`src/rtl/fetch_ctrl.sv`:
```
// fetch_ctrl: PC fetch over req/ack, local JMP/HLT decode (JZ with FETCH_CJMP_EN). Two cycles per instruction at zero wait.
// Backpressure: a non-ready decoder holds the PC (flag=10) with ir frozen; a missing ack times out to bus_err after TIMEOUT cycles.
module fetch_ctrl #(
  parameter int INSTR_W = 32,
  parameter int TIMEOUT = 255
) (
  input  logic               clock,
  input  logic               resetCPU,
  input  logic [10:0]        end_linha,
  input  logic [10:0]        end_coluna,
  output logic [1:0]         flag,
  output logic [10:0]        NEnd_linha,
  output logic [10:0]        NEnd_coluna,
  output logic               mem_req,
  output logic [21:0]        mem_addr,
  input  logic               mem_ack,
  input  logic [INSTR_W-1:0] mem_rdata,
  output logic               instr_valid,
  output logic [INSTR_W-1:0] instr,
  input  logic               instr_ready,
  input  logic               zero_flag,
  output logic               halted,
  output logic               bus_err
);

  localparam int CNT_W = (TIMEOUT > 1) ? $clog2(TIMEOUT + 1) : 1;
  localparam logic [3:0] OP_JMP = 4'h1;
  localparam logic [3:0] OP_JZ  = 4'h2;
  localparam logic [3:0] OP_HLT = 4'hF;

  typedef enum logic [1:0] {S_REQ, S_DEC, S_HALT} state_t;

  state_t             r_state;
  logic [INSTR_W-1:0] r_ir;
  logic [CNT_W-1:0]   r_wait_cnt;
  logic               r_halted;
  logic               r_bus_err;
  logic [3:0]         w_op;
  logic               w_unused_zero;

  assign w_op = r_ir[INSTR_W-1 -: 4];

`ifdef FETCH_CJMP_EN
  assign w_unused_zero = 1'b0;
`else
  assign w_unused_zero = &{1'b0, zero_flag};
`endif

  always_ff @(posedge clock or negedge resetCPU) begin
    if (!resetCPU) begin
      r_state    <= S_REQ;
      r_ir       <= '0;
      r_wait_cnt <= '0;
      r_halted   <= 1'b0;
      r_bus_err  <= 1'b0;
    end else begin
      case (r_state)
        S_REQ: begin
          if (mem_ack) begin
            r_ir       <= mem_rdata;
            r_wait_cnt <= '0;
            r_state    <= S_DEC;
          end else if (TIMEOUT != 0 && r_wait_cnt == CNT_W'(TIMEOUT - 1)) begin
            r_bus_err <= 1'b1;
            r_halted  <= 1'b1;
            r_state   <= S_HALT;
          end else if (TIMEOUT != 0) begin
            r_wait_cnt <= r_wait_cnt + 1'b1;
          end
        end
        S_DEC: begin
          case (w_op)
            OP_JMP: r_state <= S_REQ;
            OP_HLT: begin
              r_halted <= 1'b1;
              r_state  <= S_HALT;
            end
`ifdef FETCH_CJMP_EN
            OP_JZ:  r_state <= S_REQ;
`endif
            default: if (instr_ready) r_state <= S_REQ;
          endcase
        end
        default: r_halted <= 1'b1;
      endcase
    end
  end

  // Handshake outputs are gated by resetCPU so a reset drops mem_req without waiting for a clock.
  always_comb begin
    flag        = 2'b10;
    NEnd_linha  = '0;
    NEnd_coluna = '0;
    mem_req     = 1'b0;
    instr_valid = 1'b0;
    if (resetCPU) begin
      case (r_state)
        S_REQ: mem_req = 1'b1;
        S_DEC: begin
          case (w_op)
            OP_JMP: begin
              flag        = 2'b01;
              NEnd_linha  = r_ir[21:11];
              NEnd_coluna = r_ir[10:0];
            end
            OP_HLT: flag = 2'b10;
`ifdef FETCH_CJMP_EN
            OP_JZ: begin
              if (zero_flag) begin
                flag        = 2'b01;
                NEnd_linha  = r_ir[21:11];
                NEnd_coluna = r_ir[10:0];
              end else begin
                flag = 2'b00;
              end
            end
`endif
            default: begin
              instr_valid = 1'b1;
              if (instr_ready) flag = 2'b00;
            end
          endcase
        end
        default: flag = 2'b10;
      endcase
    end
  end

  assign mem_addr = {end_linha, end_coluna};
  assign instr    = r_ir;
  assign halted   = r_halted;
  assign bus_err  = r_bus_err | w_unused_zero;

endmodule

```
`config.mk`:
```
export PLATFORM = sky130hd
export DESIGN_NAME = fetch_ctrl
export DESIGN_NICKNAME = d
export VERILOG_FILES = /design/src/rtl/fetch_ctrl.sv
export SDC_FILE = /design/constraint.sdc
export NUM_CORES = 1
export LEC_CHECK = 0
export CORE_UTILIZATION = 41
export CTS_BUF_LIST = sky130_fd_sc_hd__clkbuf_2 sky130_fd_sc_hd__clkbuf_4 sky130_fd_sc_hd__clkbuf_8
export CTS_CLUSTER_SIZE = 28
export DETAILED_ROUTE_END_ITERATION = 8
export PLACE_DENSITY = 0.88
export SLEW_MARGIN = 20
export SYNTH_ARGS = -nofsm -noshare
export SYNTH_HDL_FRONTEND = slang
export SYNTH_SLANG_ARGS = --single-unit
```
`constraint.sdc`:
```
create_clock -name clock -period 4.1 [get_ports clock]
set_clock_uncertainty 0.2 [all_clocks]
set_input_delay 0.82 -clock clock [delete_from_list [all_inputs] [get_ports clock]]
set_output_delay 0.82 -clock clock [all_outputs]
set_load 0.02 [all_outputs]
```
Word-level counts from Yosys, hierarchy flattened. Index checks and enable logic that the tools add are counted.

Flip-flop bits (word level): 44. Bits of input ports: 59. Output and inout bits: 82. Word-level logic and storage cells: 51.

$add $sub $neg: 1. Eq/ne operators: 10. Muxes and demuxes: 26. Bitwise logic cells: 1. Reductions and logical operators: 8.

Operator list (count): 11-bit 2-to-1 mux (6); 8-bit 2-to-1 mux (2); 2-bit 2-to-1 mux (6); 2-bit one-hot mux with 2 select lines (3); 3-bit AND reduction (3); 8-bit by 1-bit adder with 8-bit output (second input constant) (1); 8-bit equality test (second input constant) (1); 1-bit 2-to-1 mux (8); 2-bit != test (second input constant) (4); 4-bit by 1-bit equality test with 1-bit output (second input constant) (1); 4-bit equality test (second input constant) (1); 4-bit != test (second input constant) (1); 2-bit AND reduction (2); 3-bit != test (second input constant) (1); 2-bit by 1-bit equality test with 1-bit output (second input constant) (1); 2-bit zero test (1); 1-bit one-hot mux with 2 select lines (1); 2-bit nonzero test (1); 2-bit OR reduction (1); 1-bit inverter (1).

Longest topological paths before layout.
Depth after elaboration: 5. Depth in mapped cells: 6. Depth with buffers taken out: 5.

Worst setup path before layout. Ideal clock, no wire load.

Kind: register to output. Start: register r_ir[31], in the netlist instr[31]. End: output NEnd_linha[1]. Arrival time: 1461 ps. Required time: 3080 ps. Slack: 1619 ps. Stages on the path, launching flop included: 5. Cell sequence: dfrtp_1 > nor4b_4 > and4b_4 > buf_6 > and2_1.

Word-level cells in the longest chain between the ends: 4.

RTL lines: start: declaration (line 34) `logic [INSTR_W-1:0] r_ir;`; start signal: assignment (line 60) `r_ir <= mem_rdata;`; 4-bit by 1-bit equality test with 1-bit output (line 100) `case (w_op)`; 11-bit 2-to-1 mux (line 100); 11-bit 2-to-1 mux (line 97) `case (r_state)`; 11-bit 2-to-1 mux (line 96) `if (resetCPU) begin`; end: declaration (line 12) `output logic [10:0] NEnd_linha,`.

Every way passes these cells.

Worst setup path after layout.
Start: register r_ir[31], in the netlist instr[31]. End: output NEnd_coluna[0].

Word-level cells in the longest chain between the ends: 4.

RTL lines: 4-bit by 1-bit equality test with 1-bit output (line 100); 11-bit 2-to-1 mux (line 100); 11-bit 2-to-1 mux (line 97); 11-bit 2-to-1 mux (line 96); end: declaration (line 13) `output logic [10:0] NEnd_coluna,`.

Every way passes these cells.

==> impl_metrics.yaml <==
cts:
  clk-insertion-delay-late_ps: 290
  root_buffer: "clkbuf_8"
  cts_made_buffers: 5
  hold_buffers: 0
  h-tree-depth: 2
  cts_sinks: 44
  cts_tree: "done"
  clkSlewWorstSetupHoldPaths_ps: 70
  cts_buffer_depth: 2
  cts_setup_buffers: 0
  cts_resized: 0
placed_design:
  post-dp-hpwl_mm: 3.556
  port_buffers: 95
  placed_cell_area_mm2: 0.003075
  place_congestion: 0.8191
cells_and_area:
  drive_gt1_share_pct: 9.375
  diodes: 0
  final_area_mm2: 0.003157
  layout.nets: 317
  nFillCells: 438
  final_core_util_pct: 60.65
  syn_to_final_growth_pct: 39.62
timing:
  hold_ws_ps: 156.3
  drv_slew: 0
  maxSlewHeadroom_pct: 67.36
  min_period_ps: 3288
  tightest_slew_ps: 489.6
  max_freq_mhz: 304.1
  period_share_pct: 80.20
  rsz0062_at_grt: "no"
  finalHoldViolCount: 0
  setup_viol: 0
  timing.setup.tns_ps: 0
setup_path:
  worst_setup_path_start_kind: "flip-flop"
  critPathMaxFanout: 23
  rrSetupSlack_ps: 2240
  cp.required_ps: 3080
  worst-setup-path-type: "reg2out"
  arrival_ps: 2270
  cp-end-kind: "primary output"
route:
  wl_mm: 4.793
  ant_nets: 0
  vias: 1654
  wire_per_inst_um: 14.70
  drt_iter0_markers: 60
  vias_per_cell: 5.074
  drtPass1Iterations: 4
  drc: 0
power:
  power.density_mw_per_mm2: 582.1
  peakVddDrop_mv: 0.3727
  p_leak_nw: 1.316
  total_power_mw: 1.838
logic_synthesis:
  yosys-top-cells-count: "44 x dfrtp_1, 25 x mux2_1, 23 x and2_1"
  yosys.area.top_type: "dfrtp_1"
  synth_top_area_share_pct: 48.70
  synth-main-ff-cell: "dfrtp_1"
  synth_cell_types: 36
  ys_seq_area_share_pct: 48.70
  ys.warnings.count: 0
  syn_area_mm2: 0.002261
  synth_cells: 182
  synth_fp_nets: 243
  async_flop_share_pct: 100.0
  synth-seq-cells: 44
  synth_edf_count: 0
  synth.area.top_cells: "dfrtp_1 49%, mux2_1 12%, buf_4 7.3%"
  yosysMostFrequentCell: "dfrtp_1"
  synth_area_per_cell_um2: 12.42
grt:
  grt_use_total_pct: 17.58
  grt_overflow_total: 0
  grt_pass1_wl_mm: 8.155
  antenna_found_initial: 0
  grt_pass1_vias: 1663
  grt_max_degree: 41
die:
  die_area_mm2: 0.005816
  die-width_um: 76.26
  fp-row-count: 26
  core-area_mm2: 0.005205
  io_pins: 141
  initial_core_util_pct: 43.44
  die_y_um: 76.26
worst_hold_path:
  hp-class: "in2async"
outcome:
  outcome: "finished clean"
flow_run:
  maxCapViolCount: 0
==> kinds of logic (layout without fill, tap and decap cells) <==
| kind of cell | after synthesis | after routing | share of synthesized area [%] |
|---|---|---|---|
| fa+ha+maj | 2 | 2 | 1.107 |
| flops | 44 | 44 | 48.70 |
| compound gates | 19 | 19 | 6.918 |
| simple gates | 51 | 51 | 15.88 |
| buf+inv | 34 | 108 | 11.46 |
| mux | 32 | 32 | 15.94 |
==> worst max-delay path: stages (launching register included) <==
cell and delay [ps]:
dfrtp_1 430, nor4b_4 340, and4b_4 430, and2_1 170, clkdlybuf4s50_1 610
==> area by class of cell <==
class | instances | area, µm² | share of cell area [%]
flip-flops and latches | 44 | 1101 | 34.88
clock buffers | 6 | 76.32 | 2.418
repair buffers | 98 | 968.4 | 30.68
multi-input cells | 104 | 907.1 | 28.74
well taps | 70 | 87.58 | 2.774
inverters | 3 | 11.26 | 0.3567
clock inverters | 1 | 5.005 | 0.1585
==> where the power goes <==
group	switching (mW)	internal (mW)	total, mW	leakage (nW)
clock network	0.134	0.123	0.257	0.0445
logic	0.358	0.435	0.792	0.742
registers	0.164	0.624	0.788	0.529
==> metrics by stage <==
| step | instances | setup slack, ps |
|---|---|---|
| floorplan | 182 | 1619 |
| global placement | 319 | 863.0 |
| detailed placement | 319 | 843.6 |
| CTS | 326 | 760.0 |
| global route | 326 | 671.7 |
| finish | 326 | 811.9 |
==> worst paths after layout <==
| path | from | to | depth (start not counted) |
|---|---|---|---|
| max | instr[31] | NEnd_coluna[0] | 4 |
| min | resetCPU | halted | 1 |
| max reg2reg | r_wait_cnt[0] | r_wait_cnt[0] | 5 |
| min reg2reg | bus_err | bus_err | 1 |
| max in group asynchronous | resetCPU | instr[17] | 2 |
| min in group clock | bus_err | bus_err | 1 |
==> layer usage <==
metal / track usage (%) / wire length [µm]
met5: 0 / 0
met4: 5.962 / 25
met3: 6.108 / 330
met2: 29.73 / 2495
met1: 20.73 / 1942
==> registers in the layout, summed over array words and instances (netlist names) <==
signal,cells
r_state,2
instr,32
halted,1
r_wait_cnt,8
bus_err,1
==> placed cells by master, fill, tap and decap left out, types with 2 or more instances in the layout <==
master,synthesis,final
a21oi_1,2,2
a221o_1,2,2
a311oi_1,2,2
a31oi_1,4,4
a41o_1,2,2
and2_1,23,23
and3_1,2,2
and3b_1,2,2
and4_1,3,3
buf_4,22,3
clkbuf_8,0,5
clkdlybuf4s50_1,0,94
dfrtp_1,44,44
ha_1,2,2
inv_1,3,3
mux2_1,25,25
mux2_2,7,7
nand2_1,4,4
nand4_1,3,3
nor2_1,4,4
nor2b_1,2,2
No activity file was read; power rests on OpenSTA's default activity.
